--- config.mk ---
export PLATFORM = sky130hd
export DESIGN_NAME = div_ctrl
export DESIGN_NICKNAME = d
export VERILOG_FILES = /design/src/rtl/div_ctrl_pkg.sv /design/src/rtl/div_step.sv /design/src/rtl/div_ctrl.sv
export SDC_FILE = /design/constraint.sdc
export NUM_CORES = 1
export LEC_CHECK = 0
export CAP_MARGIN = 20
export CORE_MARGIN = 3
export CORE_UTILIZATION = 55
export DETAILED_ROUTE_END_ITERATION = 16
export PLACE_DENSITY = 0.77
export SLEW_MARGIN = 20
export SYNTH_ARGS = -nofsm -noshare
export SYNTH_HDL_FRONTEND = slang
export SYNTH_SLANG_ARGS = --single-unit
--- constraint.sdc ---
create_clock -name clk -period 8.9 [get_ports clk]
set_clock_uncertainty 0.1 [all_clocks]
set_input_delay 1.78 -clock clk [delete_from_list [all_inputs] [get_ports clk]]
set_output_delay 1.78 -clock clk [all_outputs]
set_load 0.02 [all_outputs]
--- src/rtl/div_ctrl_pkg.sv ---
// Shared encodings for the RV32M division sequencer: op codes, FSM states,
// handshake constants and small op-decoding helpers.
package div_ctrl_pkg;

  // Division ops, extending the execute-stage AluOp set
  typedef enum logic [1:0] {
    EXE_DIV_OP  = 2'b00,
    EXE_DIVU_OP = 2'b01,
    EXE_REM_OP  = 2'b10,
    EXE_REMU_OP = 2'b11
  } div_op_e;

  typedef enum logic [2:0] {
    DIV_IDLE = 3'd0,
    DIV_ZERO = 3'd1,
    DIV_OVF  = 3'd2,
    DIV_CALC = 3'd3,
    DIV_DONE = 3'd4
  } div_state_e;

  localparam logic DivResultReady    = 1'b1;
  localparam logic DivResultNotReady = 1'b0;
  localparam logic DivStart          = 1'b1;
  localparam logic DivStop           = 1'b0;

  function automatic logic op_is_signed(input div_op_e op);
    return (op == EXE_DIV_OP) || (op == EXE_REM_OP);
  endfunction

  function automatic logic op_is_rem(input div_op_e op);
    return (op == EXE_REM_OP) || (op == EXE_REMU_OP);
  endfunction

endpackage

--- src/rtl/div_step.sv ---
// One radix-2 restoring iteration: shift {rem,quo} left, trial-subtract the
// divisor from the upper W+1 bits, keep the difference if it did not borrow.
module div_step #(
  parameter int W = 32
) (
  input  logic [W-1:0] rem_i,
  input  logic [W-1:0] quo_i,
  input  logic [W-1:0] dvsr_i,
  output logic [W-1:0] rem_o,
  output logic [W-1:0] quo_o
);
  logic [W:0] w_part;
  logic [W:0] w_diff;
  logic       w_fits;

  // rem < divisor always, so the partial remainder needs only W+1 bits and
  // a borrow shows up in the top bit of the difference.
  assign w_part = {rem_i, quo_i[W-1]};
  assign w_diff = w_part - {1'b0, dvsr_i};
  assign w_fits = ~w_diff[W];
  assign rem_o  = w_fits ? w_diff[W-1:0] : w_part[W-1:0];
  assign quo_o  = {quo_i[W-2:0], w_fits};
endmodule

--- src/rtl/div_ctrl.sv ---
// Multi-cycle RV32M divide sequencer: accepts operands from execute, handles
// divide-by-zero and signed overflow directly, otherwise runs DATA_W restoring
// iterations, stalling the pipeline until the single-cycle ready pulse.
module div_ctrl
  import div_ctrl_pkg::*;
#(
  parameter int DATA_W = 32
) (
  input  logic              clk,
  input  logic              rst,
  input  logic              start_i,
  input  logic              cancel_i,
  input  logic [1:0]        op_i,
  input  logic [DATA_W-1:0] dividend_i,
  input  logic [DATA_W-1:0] divisor_i,
  output logic              stallreq_o,
  output logic              busy_o,
  output logic              ready_o,
  output logic [DATA_W-1:0] result_o
);
  localparam int CNT_W = $clog2(DATA_W);
  localparam logic [DATA_W-1:0] MIN_NEG = {1'b1, {(DATA_W-1){1'b0}}};

  div_state_e        r_state;
  div_op_e           r_op;
  logic [DATA_W-1:0] r_rem, r_quo, r_dvsr, r_result;
  logic              r_qneg, r_rneg, r_ready;
  logic [CNT_W-1:0]  r_cnt;

  div_op_e           w_op;
  logic              w_accept, w_sgn, w_a_neg, w_b_neg, w_ovf;
  logic [DATA_W-1:0] w_a_mag, w_b_mag, w_rem_nxt, w_quo_nxt, w_q_fix, w_r_fix;

  assign w_op     = div_op_e'(op_i);
  assign w_accept = (r_state == DIV_IDLE) & start_i & ~cancel_i;
  assign w_sgn    = op_is_signed(w_op);
  assign w_a_neg  = w_sgn & dividend_i[DATA_W-1];
  assign w_b_neg  = w_sgn & divisor_i[DATA_W-1];
  assign w_a_mag  = w_a_neg ? -dividend_i : dividend_i;
  assign w_b_mag  = w_b_neg ? -divisor_i : divisor_i;
  assign w_ovf    = w_sgn & (dividend_i == MIN_NEG) & (&divisor_i);

  div_step #(.W(DATA_W)) u_step (
    .rem_i  (r_rem),
    .quo_i  (r_quo),
    .dvsr_i (r_dvsr),
    .rem_o  (w_rem_nxt),
    .quo_o  (w_quo_nxt)
  );

  // Sign fixup applied to the final iteration's output on the way into DONE
  assign w_q_fix = r_qneg ? -w_quo_nxt : w_quo_nxt;
  assign w_r_fix = r_rneg ? -w_rem_nxt : w_rem_nxt;

  assign busy_o     = (r_state == DIV_ZERO) | (r_state == DIV_OVF) | (r_state == DIV_CALC);
  assign stallreq_o = w_accept | busy_o;
  assign ready_o    = r_ready;
  assign result_o   = r_result;

  // Sequencer FSM; reset beats cancel, cancel beats everything else
  always_ff @(posedge clk) begin
    if (rst) begin
      r_state  <= DIV_IDLE;
      r_op     <= EXE_DIV_OP;
      r_rem    <= '0;
      r_quo    <= '0;
      r_dvsr   <= '0;
      r_result <= '0;
      r_qneg   <= 1'b0;
      r_rneg   <= 1'b0;
      r_ready  <= DivResultNotReady;
      r_cnt    <= '0;
    end else begin
      r_ready <= DivResultNotReady;
      if (cancel_i && r_state != DIV_IDLE) begin
        r_state <= DIV_IDLE;
        r_cnt   <= '0;
      end else begin
        case (r_state)
          DIV_IDLE: if (w_accept) begin
            r_op   <= w_op;
            r_dvsr <= w_b_mag;
            r_qneg <= w_a_neg ^ w_b_neg;
            r_rneg <= w_a_neg;
            r_rem  <= '0;
            r_cnt  <= '0;
            if (divisor_i == '0) begin
              // Raw dividend kept: it is the remainder regardless of signedness
              r_quo   <= dividend_i;
              r_state <= DIV_ZERO;
            end else if (w_ovf) begin
              r_quo   <= w_a_mag;
              r_state <= DIV_OVF;
            end else begin
              r_quo   <= w_a_mag;
              r_state <= DIV_CALC;
            end
          end
          DIV_ZERO: begin
            r_result <= op_is_rem(r_op) ? r_quo : '1;
            r_ready  <= DivResultReady;
            r_state  <= DIV_DONE;
          end
          DIV_OVF: begin
            r_result <= op_is_rem(r_op) ? '0 : MIN_NEG;
            r_ready  <= DivResultReady;
            r_state  <= DIV_DONE;
          end
          DIV_CALC: begin
            r_rem <= w_rem_nxt;
            r_quo <= w_quo_nxt;
            r_cnt <= r_cnt + CNT_W'(1);
            if (r_cnt == CNT_W'(DATA_W - 1)) begin
              r_result <= op_is_rem(r_op) ? w_r_fix : w_q_fix;
              r_ready  <= DivResultReady;
              r_cnt    <= '0;
              r_state  <= DIV_DONE;
            end
          end
          default: r_state <= DIV_IDLE;
        endcase
      end
    end
  end
endmodule
==> results of run 1 <==
worst register-to-register path, delay by kind of cell (launching register included):
kind | cells | cell delay, ns
buf+inv | 3 | 0.76
xor+xnor | 1 | 0.11
compound gates | 8 | 2.96
fa+ha+maj | 3 | 0.84
simple gates | 6 | 1.32
flops | 1 | 0.40
cells in the mapped netlist (13+ instances only):
master	number	area, sq um
or3_1	20	125
nand2b_1	14	87.6
nor2_1	220	826
nand4_1	19	119
o211ai_1	16	120
mux2i_1	18	180
o21ai_0	96	480
xnor2_1	69	604
o41ai_1	13	114
a21oi_1	155	776
dfxtp_1	140	2800
o31ai_1	36	270
a31oi_1	20	125
ha_1	39	488
nor3_1	46	230
inv_1	57	214
xor2_1	56	490
clkbuf_1	90	338
nand2_1	112	420
a22oi_1	20	150
or4_1	18	135
buf_2	17	85.1
nor4_1	16	100
and2_1	19	119
nand3_1	19	95.1
a211oi_1	72	541
registers in the layout, summed over array words and instances (netlist names), 3 cells and up:
signal	flops
r_rem	32
r_dvsr	32
result_o	32
r_cnt	5
r_state	3
r_quo	32
how the worst max path moves through the flow:
| stage | end | slack, ns | start | depth (start not counted) |
|---|---|---|---|---|
| after floorplan | result_o[28] | 4.21 | r_quo[31] | 21 |
| after global placement | result_o[28] | 2.77 | r_quo[31] | 21 |
| after detailed placement | result_o[28] | 2.50 | r_quo[31] | 21 |
| after CTS | result_o[28] | 2.42 | r_quo[31] | 21 |
| after global routing | result_o[28] | 1.90 | r_quo[31] | 21 |
| final | result_o[28] | 2.33 | r_quo[31] | 21 |
per-layer routing:
layer / track usage (%) / part of all wire, % / up-vias
li1: - / - / 5899
met1: 46.4 / 44 / 5743
met2: 48.5 / 43 / 629
met3: 5.95 / 9.0 / 127
met4: 14.7 / 4.2 / 0
met5: 0 / 0 / -
cells by family after synthesis:
kind of cell,after synthesis,synth area share [%]
and+or+nand+nor,552,23.0
AOI/OAI and AO/OA,545,30.9
buffers and inverters,171,5.78
DFF,140,24.2
xor gates and xnor gates,125,9.44
adders and majority gates,40,4.38
muxes,26,2.37
final cells by class:
type | count | area [sq um] | share of cell area (%)
multi-input combinational | 1288 | 8140 | 61.4
sequential | 140 | 2800 | 21.1
timing repair buffer | 120 | 1160 | 8.74
clock buffer | 17 | 425 | 3.21
tap | 270 | 338 | 2.55
inverter | 58 | 218 | 1.64
clock inverter | 15 | 180 | 1.36
power by group through the flow:
stage	clock network (W)	logic [W]	registers [W]
final	0.000751	0.000509	0.000697
after global routing	0.000782	0.000553	0.000699
after CTS	0.000751	0.000498	0.000694
after detailed placement	0	0.000495	0.000708
after global placement	0	0.000490	0.000707
after floorplan	0	0.000333	0.000700
per-stage QoR:
stage          worst slack, ns  total power (W)  utilization, %
6_report                  2.33          0.00196            64.7
5_1_grt                   1.90          0.00203            64.7
4_1_cts                   2.42          0.00194            64.7
3_5_place_dp              2.50          0.00120            61.8
3_3_place_gp              2.77          0.00120            61.8
2_1_floorplan             4.21          0.00103               -
==> impl_results.md, run 1 <==
* Leakage Power at 5.02 nW
* Setup repair after global routing missed its margin: false
* Port-buffer cells at 104
* Share of flip-flops with an asynchronous set or reset at 0%
* Vias per Instance at 6.50
* Final count of negative-setup-slack endpoints at 0
* Count of standard-cell rows at 52
* Count of filler cells inserted in the layout at 1856
* Layout Cell Area excl Fill at 13300 sq um
* H-tree depth at 4
* Average detailed-routed wire length per instance at 20.2 um
* CP max FO at 37
* # nets final at 1735
* Detailed Routing Iterations Pass 1 at 8
* Launch point of the worst reg-to-reg path: r_quo[31]
* Vias in the first global route at 11190
* Highest-count cells in the layout ignoring fill and taps: nor2_1 (219), a21oi_1 (155), dfxtp_1 (140)
* Largest net degree at the start of global routing at 97
* Count of final max-slew check failures at 0
* Part of the power in registers at 35.6%
* Cell with the biggest individual delay on the critical path: a21boi_2
* Final Critical Period at 6.57 ns
* Clock Power Share at 38.4%
* Post-route ant nets at 0
* Residual overflow from global routing at 0
* Dominant delay contributor by cell family on the critical path: compound AO/OA/AOI/OAI gates
* Cell total after placement at 1876
* Synth Net Count at 1709
* Detailed Route Iter0 Violations at 1212
* Max-cap check violation count at 0
* Post-synth top flop: dfxtp_1
* DIE WIDTH at 151 um
* Required time of the critical path at 9.15 ns
* Maximum number of buffers from clock root to sink at 2
* Cells traversed along the worst timing path: inv_1, ha_1, fa_1, nand2b_1, a21oi_1, o211ai_1, a21bo_2, a21boi_2, nor2_8, inv_2, a21boi_0, inv_1, ha_1, nand2_1, or4_1, nand4_2, a21boi_4, nand2_2, o41ai_2, xor2_1, a211oi_1
* Cell depth of the worst flop-to-flop path at 21
* Hold Path End: result_o[3]
* Status: finished, final reports clean
* Final worst path period share at 73.8%
* Most common cell after layout, fill and taps aside: nor2_1
* Power share of the combinational group at 26.0%
* Part of the Yosys area used for sequential elements at 24.2%
* Worst VDD drop at 0.113 mV
* Number of vias after detailed routing at 12398
* Clock tree from TritonCTS: built
* Library cell used as clock root buffer: clkbuf_16
* I/O pin count at 105
* CP peak stage delay at 0.68 ns
* Final hold violation count at 0
* Capturing point of the worst reg2reg path: result_o[28]
* Hold-critical path depth at 2
* Hold buffers post-CTS at 0
* Hold path startpoint: result_o[3]
* Mapped Cells at 1599
* Total Negative Setup Slacks at 0 ns
* Slew at the pin closest to its max-slew limit at 1.04 ns
* Worst slew slack as a fraction of its limit at 30.8%
* Total global-route track usage at 32.8%
* Area of the core at 20500 sq um
* Placed Instance Area at 12700 sq um
* Resize count post-CTS at 0
* Number of antenna violations at the first check in global routing at 0
* Buffers plus inverters on the worst setup path at 3
* Yosys cell types at 90
* CP Data Arrival Time at 6.82 ns
* Cell Count, Final, Fillers Out at 1908
* Total wirelength of the detailed-routed design at 38500 um
* Power density over the cells at 148 nW/um^2
* Wire length of the first global-routing pass at 59200 um
* WHS at 0.358 ns
* Switching part of the total power at 34.6%
* Fraction of final layout cells with drive strength greater than 1 at 6.23%
* Mean area per synthesized cell at 7.25 sq um
* Area growth syn-to-layout at 14.3%
* Dpl hpwl at 28200 um
* Starting Density at 56.6%
* Warning count from the yosys run at 0
* Crit Path Category: reg -> reg
* Clock-pin slew on the worst setup and hold paths at 0.07 ns
* Clock latency of the later-clocked register in the worst-skew pair at 0.44 ns
* Number of synthesized flops with an enable pin at 0
* Detailed-route DRC error count at 0
* Startpoint type of the worst setup path: flip-flop
* Die Height at 151 um
* Setup fix buffers added after clock tree synthesis at 0
* Overall die area at 22900 sq um
* Worst hold path type: reg -> reg
* TritonCTS buffer count at 17
* Critical path capture point type: flip-flop
* Highest attainable clock frequency at 0.152 GHz
* Final weighted congestion in routability-driven placement at 0.950
* Synth Cell Area at 11600 sq um
* Internal Pwr Total at 0.00128 W
* Synth Register Bits at 140
* Antenna diode count at 0
* FF-to-FF setup slack at 2.33 ns
* Total net switching power at 0.000676 W
* CTS sink cnt at 140
Note: power is estimated with default switching activity, not from simulation.
==> run 2: changes to the inputs <==
==> constraint.sdc (replaced) <==
create_clock -name clk -period 6.15 [get_ports clk]
set_clock_uncertainty 0.1 [all_clocks]
set_input_delay 1.23 -clock clk [delete_from_list [all_inputs] [get_ports clk]]
set_output_delay 1.23 -clock clk [all_outputs]
set_load 0.02 [all_outputs]
==> run 2 against run 1 <==
Effect of this change: wire length fell by 2.4%; critical endpoint unchanged; design area rose by 0.18%; utilization rose by 0.12 points.
==> impl_results.md, run 2 (synthesized netlist as in run 1, its figures left out) <==
* Internal Pwr Total at 0.00189 W (was 0.00128 W)
* Hold buffers post-CTS at 0 (unchanged)
* Power share of the combinational group at 26.0% (about the same)
* Highest-count cells in the layout ignoring fill and taps: nor2_1 (219), a21oi_1 (155), dfxtp_1 (140) (unchanged)
* Average detailed-routed wire length per instance at 19.7 um (was 20.2 um)
* Count of standard-cell rows at 52 (unchanged)
* Clock tree from TritonCTS: built (unchanged)
* Count of filler cells inserted in the layout at 1862 (was 1856)
* Final hold violation count at 0 (unchanged)
* Max-cap check violation count at 0 (unchanged)
* DIE WIDTH at 151 um (unchanged)
* Number of antenna violations at the first check in global routing at 0 (unchanged)
* Port-buffer cells at 104 (unchanged)
* Setup repair after global routing missed its margin: false (unchanged)
* Post-route ant nets at 0 (unchanged)
* Antenna diode count at 0 (unchanged)
* CP max FO at 8 (was 37)
* CTS sink cnt at 140 (unchanged)
* Slew at the pin closest to its max-slew limit at 1.05 ns (was 1.04 ns)
* Cells traversed along the worst timing path: inv_1, ha_1, fa_1, nand2b_1, a21oi_1, o211ai_1, a21bo_2, a21boi_2, nor2_8, inv_2, o21ai_0, inv_1, ha_1, nand2_1, or4_1, nand4_2, a21boi_4, nand2_2, o41ai_2, xor2_1, a211oi_1 (was inv_1, ha_1, fa_1, nand2b_1, a21oi_1, o211ai_1, a21bo_2, a21boi_2, nor2_8, inv_2, a21boi_0, inv_1, ha_1, nand2_1, or4_1, nand4_2, a21boi_4, nand2_2, o41ai_2, xor2_1, a211oi_1)
* Total net switching power at 0.000930 W (was 0.000676 W)
* Switching part of the total power at 33.0% (was 34.6%)
* Area growth syn-to-layout at 14.6% (was 14.3%)
* I/O pin count at 105 (unchanged)
* Starting Density at 56.6% (unchanged)
* Total wirelength of the detailed-routed design at 37600 um (was 38500 um)
* Fraction of final layout cells with drive strength greater than 1 at 6.28% (was 6.23%)
* Wire length of the first global-routing pass at 59000 um (was 59200 um)
* Highest attainable clock frequency at 0.178 GHz (was 0.152 GHz)
* Footprint of the flip-flops and latches at 2800 sq um (unchanged)
* Final Critical Period at 5.61 ns (was 6.57 ns)
* Cell Count, Final, Fillers Out at 1909 (was 1908)
* Required time of the critical path at 6.40 ns (was 9.15 ns)
* Detailed-route DRC error count at 0 (unchanged)
* Setup slack after placement at 0.714 ns (was 2.50 ns)
* H-tree depth at 4 (unchanged)
* Total Power at 0.00282 W (was 0.00196 W)
* # nets final at 1737 (was 1735)
* Clock Power Share at 38.2% (was 38.4%)
* Cell with the biggest individual delay on the critical path: or4_1 (was a21boi_2)
* Total Negative Setup Slacks at 0 ns (unchanged)
* Power density over the cells at 212 nW/um^2 (was 148 nW/um^2)
* FF-to-FF setup slack at 0.54 ns (was 2.33 ns)
* Total global-route track usage at 32.5% (was 32.8%)
* Number of vias after detailed routing at 12298 (was 12398)
* Multi-input gate area in the final layout at 8150 sq um (was 8140 sq um)
* Cell total after placement at 1878 (was 1876)
* Part of the power in registers at 35.8% (was 35.6%)
* Crit Path Category: reg -> reg (unchanged)
* Most congested layer reported by global routing: met2 (unchanged)
* Detailed Route Iter0 Violations at 1170 (was 1212)
* Vias in the first global route at 10947 (was 11190)
* Clock-pin slew on the worst setup and hold paths at 0.06 ns (was 0.07 ns)
* Final weighted congestion in routability-driven placement at 0.976 (was 0.950)
* Largest net degree at the start of global routing at 97 (unchanged)
* Worst hold path type: reg -> reg (unchanged)
* GR Util met2 at 49.9% (was 48.5%)
* Critical path capture point type: flip-flop (unchanged)
* Library cell used as clock root buffer: clkbuf_16 (unchanged)
* Maximum number of buffers from clock root to sink at 2 (unchanged)
* Vias per Instance at 6.44 (was 6.50)
* Most common cell after layout, fill and taps aside: nor2_1 (unchanged)
* Worst slew slack as a fraction of its limit at 29.5% (was 30.8%)
* Status: finished, final reports clean (unchanged)
* TritonCTS buffer count at 17 (unchanged)
* Resize count post-CTS at 0 (unchanged)
* Overall die area at 22900 sq um (unchanged)
* Final critical-path setup slack at 0.538 ns (was 2.33 ns)
* Met1 routing resource usage after global routing at 46.3% (was 46.4%)
* Area of the core at 20500 sq um (unchanged)
* Detailed Routing Iterations Pass 1 at 6 (was 8)
* Setup fix buffers added after clock tree synthesis at 0 (unchanged)
* Final worst path period share at 91.3% (was 73.8%)
* CP peak stage delay at 0.45 ns (was 0.68 ns)
* Startpoint type of the worst setup path: flip-flop (unchanged)
* Final count of negative-setup-slack endpoints at 0 (unchanged)
* Worst VDD drop at 0.191 mV (was 0.113 mV)
* CP Data Arrival Time at 5.86 ns (was 6.82 ns)
* Die Height at 151 um (unchanged)
* Leakage Power at 5.04 nW (was 5.02 nW)
* Residual overflow from global routing at 0 (unchanged)
* Count of final max-slew check failures at 0 (unchanged)
* Clock latency of the later-clocked register in the worst-skew pair at 0.44 ns (about the same)
* WHS at 0.367 ns (was 0.358 ns)
* Dpl hpwl at 28000 um (was 28200 um)
* Met3 usage at 5.30% (was 5.95%)
-- run 2: metrics by stage --
stage,utilization [%],cell area (sq um)
floorplan,-,11600
global placement,61.8,12700
detailed placement,61.8,12700
CTS,64.8,13300
global route,64.8,13300
finish,64.8,13300
-- run 2: layer usage --
metal	vias up	part of all wire (%)	wire, um
met5	-	0	0
met4	0	2.9	1090
met3	93	8.5	3200
met2	549	45	16800
met1	5748	44	16500
li1	5908	-	-
-- run 2: final timing paths --
check	startpoint	endpoint	depth (start not counted)
setup / recovery	r_quo[31]	result_o[28]	21
hold / removal	r_dvsr[0]	r_dvsr[0]	2
setup reg to reg	r_quo[31]	result_o[28]	21
hold reg to reg	r_dvsr[0]	r_dvsr[0]	2
-- run 2: area by class of cell --
class	count	share of cell area, %
Multi-Input combinational cell	1288	61.3
Sequential cell	140	21.1
Inverter	58	1.64
Clock inverter	12	1.23
Clock buffer	19	3.33
Tap cell	270	2.54
Timing Repair Buffer	122	8.83
-- run 2: worst max-delay path, delay by kind of cell, from the launching register on --
family	cells	cell delay (ns)
xor+xnor	1	0.11
fa+ha+maj	3	0.84
flops	1	0.39
simple gates	6	1.13
buf+inv	3	0.36
compound gates	8	2.60
-- run 2: power by group through the flow --
stage / registers, W / logic, W / clock network [W]
after floorplan: 0.00101 / 0.000482 / 0
after global placement: 0.00102 / 0.000702 / 0
after detailed placement: 0.00102 / 0.000711 / 0
after CTS: 0.00100 / 0.000716 / 0.00109
after global routing: 0.00101 / 0.000797 / 0.00112
final: 0.00101 / 0.000732 / 0.00108
